## src/rtl/chiplet_types_pkg.sv

```systemverilog
// Shared types for the chiplet endpoint memory path.
// Holds the bus word type, request opcodes, response codes, the request
// header layout and a helper that builds a response flit.
package chiplet_types_pkg;

  typedef logic [31:0] word_t;

  typedef enum logic [3:0] {
    MEM_RD = 4'h1,
    MEM_WR = 4'h2
  } mem_op_t;

  localparam logic [3:0] RESP_RD   = 4'hA;
  localparam logic [3:0] RESP_WACK = 4'hB;
  localparam logic [3:0] RESP_ERR  = 4'hE;

  typedef struct packed {
    logic [3:0]  op;
    logic [3:0]  strobe;
    logic [7:0]  len_m1;
    logic [15:0] rsvd;
  } mem_req_hdr_t;

  // Response flits reuse the header layout: the response code sits in the
  // op slot and the second nibble carries the offending op for errors.
  function automatic word_t make_resp(input logic [3:0] code,
                                      input logic [3:0] op,
                                      input logic [7:0] len_m1);
    mem_req_hdr_t h;
    h.op     = code;
    h.strobe = op;
    h.len_m1 = len_m1;
    h.rsvd   = '0;
    return word_t'(h);
  endfunction

endpackage

```

## src/rtl/mem_resp_reg.sv

```systemverilog
// One-entry registered output stage for the response flit stream.
// Ports:
//   clk, rst          clock, asynchronous active-high reset
//   load, load_data   write a new flit; only legal while space is high
//   tx_ready          downstream consumes the held flit
//   tx_valid, tx_data registered flit, held stable until consumed
//   space             register is empty or being emptied this cycle
module mem_resp_reg
  import chiplet_types_pkg::*;
(
  input  logic  clk,
  input  logic  rst,
  input  logic  load,
  input  word_t load_data,
  input  logic  tx_ready,
  output logic  tx_valid,
  output word_t tx_data,
  output logic  space
);

  assign space = !tx_valid || tx_ready;

  // Loading while the current flit drains gives one flit per cycle with
  // tx_ready held high; the data word is left in place once consumed.
  always_ff @(posedge clk or posedge rst) begin
    if (rst) begin
      tx_valid <= 1'b0;
      tx_data  <= '0;
    end else if (load) begin
      tx_valid <= 1'b1;
      tx_data  <= load_data;
    end else if (tx_ready) begin
      tx_valid <= 1'b0;
    end
  end

endmodule

```

## src/rtl/mem_req_engine.sv

```systemverilog
// Bus master between the endpoint request/response flit streams and the
// endpoint word memory. Decodes read/write burst requests, drives the
// addr/wen/ren/wdata/strobe bus honouring request_stall, and returns write
// acks, read data or error responses.
// Ports:
//   clk, rst                    clock, asynchronous active-high reset
//   rx_valid, rx_data, rx_ready request flit stream in
//   tx_valid, tx_data, tx_ready response flit stream out
//   addr, wen, ren, wdata, strobe, rdata, request_stall  memory bus
//   busy                        engine not idle
//   err_count                   saturating count of rejected requests
// Build option: define MEM_REQ_BOUNDS_CHECK_EN to reject bursts running
// past NUM_WORDS (write payload is drained, then an error is returned).
module mem_req_engine
  import chiplet_types_pkg::*;
#(
  parameter int NUM_WORDS = 128,
  parameter int MAX_LEN   = 256
) (
  input  logic        clk,
  input  logic        rst,
  input  logic        rx_valid,
  input  logic [31:0] rx_data,
  output logic        rx_ready,
  output logic        tx_valid,
  output logic [31:0] tx_data,
  input  logic        tx_ready,
  output logic [31:0] addr,
  output logic        wen,
  output logic        ren,
  output logic [31:0] wdata,
  output logic [3:0]  strobe,
  input  logic [31:0] rdata,
  input  logic        request_stall,
  output logic        busy,
  output logic [7:0]  err_count
);

  localparam int CNT_W = $clog2(MAX_LEN + 1);

`ifdef MEM_REQ_BOUNDS_CHECK_EN
  localparam logic BOUNDS_EN = 1'b1;
`else
  localparam logic BOUNDS_EN = 1'b0;
`endif

  localparam logic [2:0] S_IDLE  = 3'd0;
  localparam logic [2:0] S_ADDR  = 3'd1;
  localparam logic [2:0] S_WR    = 3'd2;
  localparam logic [2:0] S_RD    = 3'd3;
  localparam logic [2:0] S_RESP  = 3'd4;
  localparam logic [2:0] S_DRAIN = 3'd5;

  logic [2:0]       state;
  logic [3:0]       op_q;
  logic [3:0]       strobe_q;
  logic [7:0]       len_m1_q;
  logic [31:0]      addr_q;
  logic [31:0]      wdata_q;
  logic [CNT_W-1:0] remaining;
  logic             wr_pending;
  logic             flit_loaded;
  logic             err_q;

  logic             rx_ready_int;
  logic             rx_fire;
  logic             write_done;
  logic             read_done;
  logic             space;
  logic             load;
  word_t            load_data;
  logic [CNT_W-1:0] len;
  logic [30:0]      end_word;
  logic             op_legal;
  logic             out_of_range;
  logic             last_word;

  assign len          = CNT_W'(len_m1_q) + CNT_W'(1);
  assign op_legal     = (op_q == MEM_RD) || (op_q == MEM_WR);
  assign end_word     = {1'b0, rx_data[31:2]} + 31'(len);
  assign out_of_range = BOUNDS_EN && (end_word > 31'(NUM_WORDS));
  assign last_word    = (remaining == CNT_W'(1));

  assign wen        = (state == S_WR) && wr_pending;
  assign ren        = (state == S_RD) && flit_loaded && space;
  assign write_done = wen && !request_stall;
  assign read_done  = ren && !request_stall;
  assign strobe     = wen ? strobe_q : 4'h0;
  assign addr       = addr_q;
  assign wdata      = wdata_q;
  assign busy       = (state != S_IDLE);
  assign rx_ready   = rx_ready_int && !rst;
  assign rx_fire    = rx_valid && rx_ready;

  // In WR the next payload flit may enter in the same cycle the pending
  // write completes, except after the final word of the burst.
  always_comb begin
    rx_ready_int = 1'b0;
    case (state)
      S_IDLE, S_ADDR, S_DRAIN: rx_ready_int = 1'b1;
      S_WR:    rx_ready_int = !wr_pending || (write_done && !last_word);
      default: rx_ready_int = 1'b0;
    endcase
  end

  // Selects what goes into the response register: the read header before
  // any bus read, read data on each completed read, or the final response.
  always_comb begin
    load      = 1'b0;
    load_data = '0;
    if (state == S_RD && !flit_loaded && space) begin
      load      = 1'b1;
      load_data = make_resp(RESP_RD, 4'h0, len_m1_q);
    end else if (read_done) begin
      load      = 1'b1;
      load_data = rdata;
    end else if (state == S_RESP && !flit_loaded && space) begin
      load      = 1'b1;
      load_data = err_q ? make_resp(RESP_ERR, op_q, len_m1_q)
                        : make_resp(RESP_WACK, 4'h0, len_m1_q);
    end
  end

  // Request FSM. flit_loaded marks that the read header or final response
  // has entered the output register, so RESP only leaves once its own flit
  // is consumed rather than an earlier read data word.
  always_ff @(posedge clk or posedge rst) begin
    if (rst) begin
      state       <= S_IDLE;
      op_q        <= '0;
      strobe_q    <= '0;
      len_m1_q    <= '0;
      addr_q      <= '0;
      wdata_q     <= '0;
      remaining   <= '0;
      wr_pending  <= 1'b0;
      flit_loaded <= 1'b0;
      err_q       <= 1'b0;
      err_count   <= '0;
    end else begin
      case (state)
        S_IDLE: begin
          if (rx_fire) begin
            op_q     <= rx_data[31:28];
            strobe_q <= rx_data[27:24];
            len_m1_q <= rx_data[23:16];
            state    <= S_ADDR;
          end
        end
        S_ADDR: begin
          if (rx_fire) begin
            addr_q      <= {rx_data[31:2], 2'b00};
            remaining   <= len;
            flit_loaded <= 1'b0;
            err_q       <= 1'b0;
            if (!op_legal) begin
              err_q     <= 1'b1;
              remaining <= '0;
              state     <= S_RESP;
            end else if (out_of_range) begin
              err_q <= 1'b1;
              state <= (op_q == MEM_WR) ? S_DRAIN : S_RESP;
            end else begin
              state <= (op_q == MEM_WR) ? S_WR : S_RD;
            end
          end
        end
        S_WR: begin
          if (write_done) begin
            addr_q    <= addr_q + 32'd4;
            remaining <= remaining - CNT_W'(1);
          end
          if (rx_fire) begin
            wr_pending <= 1'b1;
            wdata_q    <= rx_data;
          end else if (write_done) begin
            wr_pending <= 1'b0;
          end
          if (write_done && last_word) begin
            state <= S_RESP;
          end
        end
        S_RD: begin
          if (!flit_loaded && space) begin
            flit_loaded <= 1'b1;
          end
          if (read_done) begin
            addr_q    <= addr_q + 32'd4;
            remaining <= remaining - CNT_W'(1);
            if (last_word) begin
              state <= S_IDLE;
            end
          end
        end
        S_RESP: begin
          if (!flit_loaded && space) begin
            flit_loaded <= 1'b1;
            if (err_q && err_count != 8'hFF) begin
              err_count <= err_count + 8'd1;
            end
          end else if (flit_loaded && tx_valid && tx_ready) begin
            state <= S_IDLE;
          end
        end
        S_DRAIN: begin
          if (rx_fire) begin
            remaining <= remaining - CNT_W'(1);
            if (last_word) begin
              state <= S_RESP;
            end
          end
        end
        default: state <= S_IDLE;
      endcase
    end
  end

  mem_resp_reg u_resp_reg (
    .clk       (clk),
    .rst       (rst),
    .load      (load),
    .load_data (load_data),
    .tx_ready  (tx_ready),
    .tx_valid  (tx_valid),
    .tx_data   (tx_data),
    .space     (space)
  );

endmodule

```

## config.mk

```make
export PLATFORM = sky130hd
export DESIGN_NAME = mem_req_engine
export DESIGN_NICKNAME = d
export VERILOG_FILES = /design/src/rtl/chiplet_types_pkg.sv /design/src/rtl/mem_resp_reg.sv /design/src/rtl/mem_req_engine.sv
export SDC_FILE = /design/constraint.sdc
export NUM_CORES = 1
export LEC_CHECK = 0
export CORE_MARGIN = 3
export CORE_UTILIZATION = 53
export CTS_CLUSTER_SIZE = 10
export DETAILED_ROUTE_END_ITERATION = 8
export PLACE_DENSITY = 0.86
export SLEW_MARGIN = 20
export SYNTH_ARGS = -nofsm -noshare
export SYNTH_HDL_FRONTEND = slang
export SYNTH_HIERARCHICAL = 1
export SYNTH_SLANG_ARGS = --single-unit
```

## constraint.sdc

```tcl
create_clock -name clk -period 4.96 [get_ports clk]
set_input_delay 0.992 -clock clk [delete_from_list [all_inputs] [get_ports clk]]
set_output_delay 0.992 -clock clk [all_outputs]
set_load 0.01 [all_outputs]
```

# After elaboration in Yosys (flattened, before gate mapping)
# Cells that the tools add are included.
[word_totals] reg_bits=136 in_bits=69
[op_classes] n_addsub=4 eq_ne=20 mux=39 n_reduce_logical=44
[op_table] operator="32-bit 2-to-1 mux" count=6
[op_table] operator="32-bit one-hot mux with 3 select lines" count=1
[op_table] operator="9-bit 2-to-1 mux" count=5
[op_table] operator="9-bit one-hot mux with 4 select lines" count=1
[op_table] operator="32-bit by 3-bit adder with 32-bit output, second input constant" count=1
[op_table] operator="31-bit 2-to-1 mux" count=1
[op_table] operator="3-bit 2-to-1 mux" count=10
[op_table] operator="3-bit one-hot mux with 6 select lines" count=1
[op_table] operator="1-bit logical AND" count=17
[op_table] operator="2-bit inequality test, second input constant" count=8
[op_table] operator="1-bit 2-to-1 mux" count=11
[op_table] operator="8-bit by 1-bit adder with 9-bit output, second input constant" count=1
[op_table] operator="9-bit by 1-bit == test with 1-bit output, second input constant" count=1
[op_table] operator="9-bit AND reduction" count=1
[op_table] operator="9-bit by 1-bit subtractor with 9-bit output, second input constant" count=1
[op_table] operator="8-bit by 1-bit adder with 8-bit output, second input constant" count=1
[op_table] operator="8-bit inequality test, second input constant" count=1
[op_table] operator="2-bit AND reduction" count=4
[op_table] operator="3-bit by 2-bit == test with 1-bit output, second input constant" count=2
[op_table] operator="3-bit == test, second input constant" count=2
[op_table] operator="1-bit zero test" count=6
[op_table] operator="2-bit by 1-bit inequality test with 1-bit output, second input constant" count=3
[op_table] operator="3-bit AND reduction" count=2
[op_table] operator="2-bit nonzero test" count=3
[op_table] operator="other kinds (13)" count=17

# Depth between registers and ports, before layout
# Gate-level depths: netlist of the first run.
[logic_depth] depth_word=10 depth_mapped=9 depth_no_buf=6

# Modules after synthesis
# Netlist of the first run, hierarchy kept.
[by_module_without_submodules] mod="mem_req_engine" instances=1 cells_per_inst=566 area_each_um2=5591.6 seq_area_each_um2=2527.4
[by_module_without_submodules] mod="mem_resp_reg" instances=1 cells_per_inst=72 area_each_um2=1382.6 seq_area_each_um2=825.8

# Worst setup path before layout of the first run
# No wires, ideal clock.
[synth_timing] path_type="input to register" from="input port rst" to="register len_m1_q[0]" setup_ns=0.125 t_arrival_ns=4.632 t_required_ns=4.835 setup_slack_ns=0.203 stages=4 path_buffers=1 cell_sequence="inv_1 nand4_1 buf_2 mux2_2"
[synth_between] elab_chain_len=4
[synth_rtl] item="from (decl)" line_no="mem_req_engine.sv:21" source="input logic rst,"
[synth_rtl] item="1-bit zero test (no line)"
[synth_rtl] item="1-bit logical AND" line_no="mem_req_engine.sv:92" source="assign rx_ready = rx_ready_int && !rst;"
[synth_rtl] item="1-bit logical AND" line_no="mem_req_engine.sv:93" source="assign rx_fire = rx_valid && rx_ready;"
[synth_rtl] item="2-bit AND reduction (no line)"
[synth_rtl] item="to (signal assigned)" line_no="mem_req_engine.sv:146" source="len_m1_q <= rx_data[23:16];"
[synth_rtl] item="to (decl)" line_no="mem_req_engine.sv:57" source="logic [7:0] len_m1_q;"
# Every way passes these cells.
# A chain may end at the register's enable or synchronous reset.

# Final worst setup path of the first run
[layout_timing] from="input port request_stall" to="output port rx_ready"
[layout_between] elab_chain_len=6
[layout_rtl] item="from (decl)" line_no="mem_req_engine.sv:34" source="input logic request_stall,"
[layout_rtl] item="1-bit zero test" line_no="mem_req_engine.sv:86" source="assign write_done = wen && !request_stall;"
[layout_rtl] item="1-bit logical AND" line_no="mem_req_engine.sv:86"
[layout_rtl] item="1-bit logical AND" line_no="mem_req_engine.sv:101" source="S_WR: rx_ready_int = !wr_pending || (write_done && !last_word);"
[layout_rtl] item="1-bit logical OR" line_no="mem_req_engine.sv:101"
[layout_rtl] item="1-bit one-hot mux with 2 select lines" line_no="mem_req_engine.sv:99" source="case (state)"
[layout_rtl] item="1-bit logical AND" line_no="mem_req_engine.sv:92"
[layout_rtl] item="to (decl)" line_no="mem_req_engine.sv:24" source="output logic rx_ready,"
# Every way passes these cells.

==> summary.txt, run 1 <==
Floorplanning
  – FP Rows: 41
  – Overall die width: about 120 um
  – Die area: 14,600 um^2
  – I/O pins: between 150 and 200
  – Core area: 12,700 um^2
  – Die H: 121 um
  – Initial Utilization: a little over half

Timing
  – Setup TNS Final: 0 ns
  – Slew Limit Fails: 0
  – Final Skew: 0.00674 ns
  – Final setup viols: 0
  – Slew headroom: 30.8%
  – Min Tclk post-route: 3.70 ns
  – Max Fclk: around 270 MHz
  – Final hold vios: 0
  – Period utilization: 74.6%
  – RSZ-0062 raised after global routing: false
  – Worst-Margin Slew: 1.04 ns

Final layout
  – Final Non-Filler Cells: approximately 1,000
  – Share of cells above drive strength 1: 16.5%
  – Area delta synth->final: 35.4%
  – N_diodes: 0
  – Final nets: 879
  – Filler cell count: 882

Setup path
  – Setup CP Type: in2out
  – Most used cell, CP: clkdlybuf4s50_1
  – Worst R2R Path Depth: 5
  – WP data required: between 3 and 4 ns
  – Slowest CP cell: clkdlybuf4s50_1
  – Critical-path cell list: clkdlybuf4s50_1 -> o21ai_2 -> a21oi_1 -> nor3_1 -> clkdlybuf4s50_1
  – Crit path largest cell delay: 0.59 ns
  – Critical Path Source: request_stall
  – RR Endpoint: u_resp_reg/tx_data[8]
  – Crit path buf inv count: 2
  – Startpoint Class: input port
  – Crit-path leading delay family: buffers and inverters
  – R2R Setup Slk: 1.93 ns
  – Worst Path Arrival: 2.71 ns
  – FF-to-FF Start: state[1]
  – Critical path fanouts, max: 8
  – Setup crit end kind: primary output

Flow run
  – Max Cap Violations: 0

Route
  – Drt drc: 0
  – Initial drt markers: 602
  – DRT Pass-1 Iters: 5
  – Routed len/inst: 19.5 um
  – Via count: 5,898
  – Routed WL: 19,200 um
  – Antenna viol nets, final: 0
  – Via density: 5.96

CTS
  – CTS root buf: clkbuf_16
  – Cts bufs inserted: 17
  – Reg clk slew, reported paths: 0.05 ns
  – H-Tree Depth: 4
  – CTS Hold Buffers Added: 0
  – CTS tree: built
  – Post-CTS sizing: 0
  – Max clock buf depth: 2
  – Postcts setup bufs: 0
  – Skew-Pair Late Insertion Delay: around 0.43 ns
  – Clk sinks: ~130

Global route
  – Grt ovf: 0
  – Largest net degree at the start of global routing: 83
  – Initial antenna violation count: 0
  – Number of global-route vias before repair: 6,016
  – First-pass GRT wire length: 31,500 um
  – Gr usage total: about 27%

Place
  – Hpwl dp: about 13,000 um
  – GP Congestion: 0.819
  – Placed Cells incl. Taps: 958
  – I/O Buffers: between 150 and 200

Synth
  – Multiplexer share of the synthesized area: 15.1%
  – Cells after Synth: between 600 and 700
  – Main combinational cell family by area after synthesis: simple AND/OR/NAND/NOR gates
  – EDFF count, synth: 0
  – Simple-gate portion of the synthesized area: between 10% and 20%
  – Number of distinct library cells after synthesis: 70
  – Cell Area, Synth: 6970 um^2
  – Compound-cell area share of the yosys netlist: 14.8%
  – Post-synth ARST share: 100%
  – Synth warn: 6
  – Yosys reg bits: 134
  – Synth Area in XOR/XNOR: ~1.6%
  – Sequential share of the synthesized area: about half
  – Synthesized-area fraction occupied by adder cells: 0.897%
  – Syn Area/Cell: about 11 um^2
  – Primary FF master, synth: dfrtp_1

Outcome
  – Status: complete, no violations

Hold path
  – Hold path endpoint: strobe_q[1]
  – Worst Hold Launch: strobe_q[1]
  – Worst Hold Path Cells: 1
  – Worst Hold Class: reg2reg

Power
  – Tot Pwr: 5060 uW
  – Pwr dens: 536 nW/um^2
  – Peak VDD IR: roughly 0.36 mV
  – Pleak: 0.00407 uW
[Yosys cell counts (8+ instances only)]
| cell type | n | area [um^2] |
|---|---|---|
| dfrtp_1 | 134 | 3350 |
| mux2_2 | 53 | 597 |
| a21oi_1 | 48 | 240 |
| o21ai_0 | 38 | 190 |
| nor2_1 | 31 | 116 |
| mux2_4 | 29 | 435 |
| nand2_1 | 28 | 105 |
| and2_1 | 26 | 163 |
| nand3_1 | 25 | 125 |
| clkbuf_1 | 19 | 71.3 |
| nand4_1 | 17 | 106 |
| a22o_1 | 14 | 123 |
| nor3_1 | 11 | 55.1 |
| and3_1 | 10 | 62.6 |
| inv_1 | 10 | 37.5 |
| xnor2_1 | 9 | 78.8 |
| buf_2 | 8 | 40.0 |
[sequential cells by signal, indices dropped and copies added, names as in the netlist]
signal,flops
wdata,32
err_count,8
remaining,9
addr,30
flit_loaded,1
state,3
op_q,4
err_q,1
strobe_q,4
len_m1_q,8
u_resp_reg/tx_data,32
wr_pending,1
u_resp_reg/tx_valid,1
[cell type report]
class	count	area (um^2)	area share (%)
Inverter	11	43.8	0.464
Clock buffer	21	460	4.88
Sequential cell	134	3350	35.5
Clock inverter	10	153	1.62
Multi-Input combinational cell	454	3360	35.6
Timing Repair Buffer	187	1860	19.7
Tap cell	172	215	2.28
[where the power goes]
group / switching (uW) / internal [uW]
Combinational: 863 / 990
Sequential: 423 / 1470
Clock: 463 / 859
Total: 1750 / 3310
[worst max-delay path by stage]
stage                                   to  slack (ns)  depth (start not counted)
global route                      rx_ready        1.17                          5
finish                            rx_ready        1.26                          5
floorplan                      len_m1_q[0]        0.20                          4
global placement    u_resp_reg/tx_data[10]        1.21                          7
CTS                               rx_ready        1.26                          5
detailed placement   u_resp_reg/tx_data[8]        1.08                          7
[through the flow]
stage / utilization [%] / cell area, um^2 / hold WS, ns / worst slack, ns
final: 74.2 / 9440 / 0.496 / 1.26
after global routing: 74.2 / 9440 / 0.510 / 1.17
after floorplan: - / 6980 / 0.471 / 0.203
after global placement: 69.3 / 8810 / 0.477 / 1.21
after CTS: 74.1 / 9430 / 0.498 / 1.26
after detailed placement: 69.3 / 8820 / 0.485 / 1.08
[layer usage]
layer / global-route usage (%) / share of wire (%)
met2: 43.7 / 47
met5: 0 / 0
met1: 34.7 / 42
met4: 12.0 / 3.0
met3: 8.51 / 8.2
[cell families (layout without fill, tap and decap cells)]
family                   after synthesis  after routing
adder cells (fa/ha/maj)                5              5
flip-flops                           134            134
XOR/XNOR                              13             13
AO/OA/AOI/OAI                        160            160
other                                  1              2
AND/OR/NAND/NOR                      190            190
buffers and inverters                 51            229
multiplexers                          84             84
[placed cells by master, fill, tap and decap left out, types with 6 or more instances in the layout]
cell type        count
a21oi_1             46
a22o_1              14
a31oi_1              7
and2_1              26
and3_1              10
buf_4                7
clkbuf_16           17
clkdlybuf4s50_1    179
dfrtp_1            134
inv_1                9
mux2_2              53
mux2_4              29
nand2_1             28
nand3_1             25
nand4_1             17
nor2_1              31
nor2b_1              6
nor3_1              11
o21ai_0             38
o22a_1               6
o22ai_1              6
xnor2_1              9
No activity file was read; power rests on OpenSTA's default activity.
==> run 2, diff against run 1 <==
--- a/config.mk
+++ b/config.mk
@@ -6,10 +6,10 @@
 export NUM_CORES = 1
 export LEC_CHECK = 0
 export CORE_MARGIN = 3
-export CORE_UTILIZATION = 53
+export CORE_UTILIZATION = 45
 export CTS_CLUSTER_SIZE = 10
 export DETAILED_ROUTE_END_ITERATION = 8
-export PLACE_DENSITY = 0.86
+export PLACE_DENSITY = 0.78
 export SLEW_MARGIN = 20
 export SYNTH_ARGS = -nofsm -noshare
 export SYNTH_HDL_FRONTEND = slang
==> constraint.sdc (replaced) <==
create_clock -name clk -period 3.2 [get_ports clk]
set_input_delay 0.64 -clock clk [delete_from_list [all_inputs] [get_ports clk]]
set_output_delay 0.64 -clock clk [all_outputs]
set_load 0.01 [all_outputs]
==> run 2 against run 1 <==
Compared with the run above:
- setup slack worse by 1.1 ns
- die area up 17%
- flip-flop and latch count unchanged
- core utilization decreased by 9.3 points
- via count grew 0.14%
- non-clock buffer count rose by 11
- critical path depth increased by 1
==> summary.txt, run 2 (synthesized netlist as in run 1, its figures left out) <==
Power
  – Peak VDD IR: 0.678 mV
  – Pleak: 0.00416 uW
  – Tot Pwr: 8180 uW
  – Pwr dens: 848 nW/um^2

Final layout
  – Util after Layout: ~65%
  – N_diodes: 0
  – Filler cell count: 1,126
  – Final nets: 890
  – Most frequent cells in the layout: clkdlybuf4s50_1, dfrtp_1, mux2_2
  – Commonest non-fill, non-tap cell in the layout: clkdlybuf4s50_1
  – Final Non-Filler Cells: 1,013
  – Area delta synth->final: 38.3%
  – Share of cells above drive strength 1: between 15 and 20%

Hold path
  – Worst Hold Class: reg2reg

Route
  – Initial drt markers: 497
  – DRT Pass-1 Iters: 5
  – Routed WL: 19,700 um
  – Via density: 5.83
  – Via count: 5,906
  – Drt drc: 0
  – Antenna viol nets, final: 0
  – Routed len/inst: 19.5 um

CTS
  – Skew-Pair Late Insertion Delay: 0.42 ns
  – Reg clk slew, reported paths: 0.06 ns
  – Clk sinks: 134
  – Max clock buf depth: 2
  – H-Tree Depth: 4
  – Postcts setup bufs: 0
  – Cts bufs inserted: 17
  – CTS root buf: clkbuf_16
  – CTS tree: built
  – CTS Hold Buffers Added: 0

Global route
  – Initial antenna violation count: 0
  – First-pass GRT wire length: 31,300 um
  – Gr usage total: 23.4%
  – Largest net degree at the start of global routing: 62
  – Grt ovf: 0
  – Number of global-route vias before repair: 5,885

Floorplanning
  – Die area: 17,000 um^2
  – I/O pins: about 180
  – Overall die width: 130 um
  – Core area: about 15,000 um^2
  – FP Rows: 44
  – Initial Utilization: 46.9%
  – Die H: between 100 and 150 um

Timing
  – RSZ-0062 raised after global routing: false
  – Slew headroom: 41.6%
  – Final Skew: 0.00566 ns
  – Final hold vios: 0
  – Worst-Margin Slew: 0.869 ns
  – Slew Limit Fails: 0
  – Period utilization: a little over nine tenths
  – Min Tclk post-route: approximately 3 ns
  – Max Fclk: roughly 330 MHz
  – Final setup viols: 0
  – WHS: ~0.50 ns
  – Setup TNS Final: 0 ns

Place
  – I/O Buffers: approximately 180
  – GP Congestion: 0.940
  – Placed Cells incl. Taps: 981
  – Hpwl dp: approximately 14,000 um

Setup path
  – WP data required: about 2.6 ns
  – Startpoint Class: flop
  – Worst Path Arrival: 2.43 ns
  – Setup crit end kind: primary output
  – Critical path fanouts, max: 7
  – Setup CP Type: reg2out

Flow run
  – Max Cap Violations: 0

Outcome
  – Status: complete, no violations
==> run 2: routing by layer <==
metal,track usage (%),routed length (um),vias to the layer above
li1,-,-,2714
met1,29.5,8180,2897
met2,39.1,9450,276
met3,8.70,1900,19
met4,4.48,195,0
met5,0,0,-
==> run 2: path summary, 6_finish.rpt <==
path	cells past startpoint	slack [ns]	end	start
max reg2reg	6	0.64	wdata[14]	state[2]
min in group asynchronous	2	0.62	flit_loaded	rst
max in group asynchronous	4	1.04	wdata[25]	rst
min reg2reg	1	0.50	err_count[7]	err_count[7]
min	1	0.50	err_count[7]	err_count[7]
max	6	0.13	rx_ready	remaining[4]
==> run 2: critical path, cell delays in order, from the launching register on <==
cell           delay (ns)
dfrtp_1              0.44
or4_4                0.58
and4bb_4             0.37
o21ai_2              0.09
a21oi_1              0.17
nor3_1               0.07
dlygate4sd2_1        0.30
==> run 2: timing repair <==
item / 4_1_cts / 5_1_grt
pin swaps: 0 / 0
setup endpoints to repair: 1 / 3
cloned: 0 / 0
gates resized for setup: 1 / 1
==> run 2: layout make-up <==
| type | count | area, um^2 | share of cell area (%) |
|---|---|---|---|
| multi-input cells | 454 | 3350 | 34.8 |
| flip-flops and latches | 134 | 3350 | 34.8 |
| repair buffers | 198 | 1960 | 20.3 |
| clock buffers | 20 | 457 | 4.73 |
| clock inverters | 12 | 248 | 2.57 |
| well taps | 184 | 230 | 2.39 |
| inverters | 11 | 45.0 | 0.467 |
==> run 2: through the flow <==
stage          setup WS (ns)  cell area, um^2
2_1_floorplan         -0.336             6990
3_3_place_gp           0.372             8940
3_5_place_dp           0.269             8940
4_1_cts               0.0256             9640
5_1_grt               0.0296             9650
6_report               0.127             9650
==> run 2: power breakdown <==
group | switching, uW | internal (uW) | leakage [uW]
logic | 1370 | 1560 | 0.00208
clock network | 746 | 1580 | 0.000336
registers | 646 | 2270 | 0.00174
total | 2770 | 5420 | 0.00416
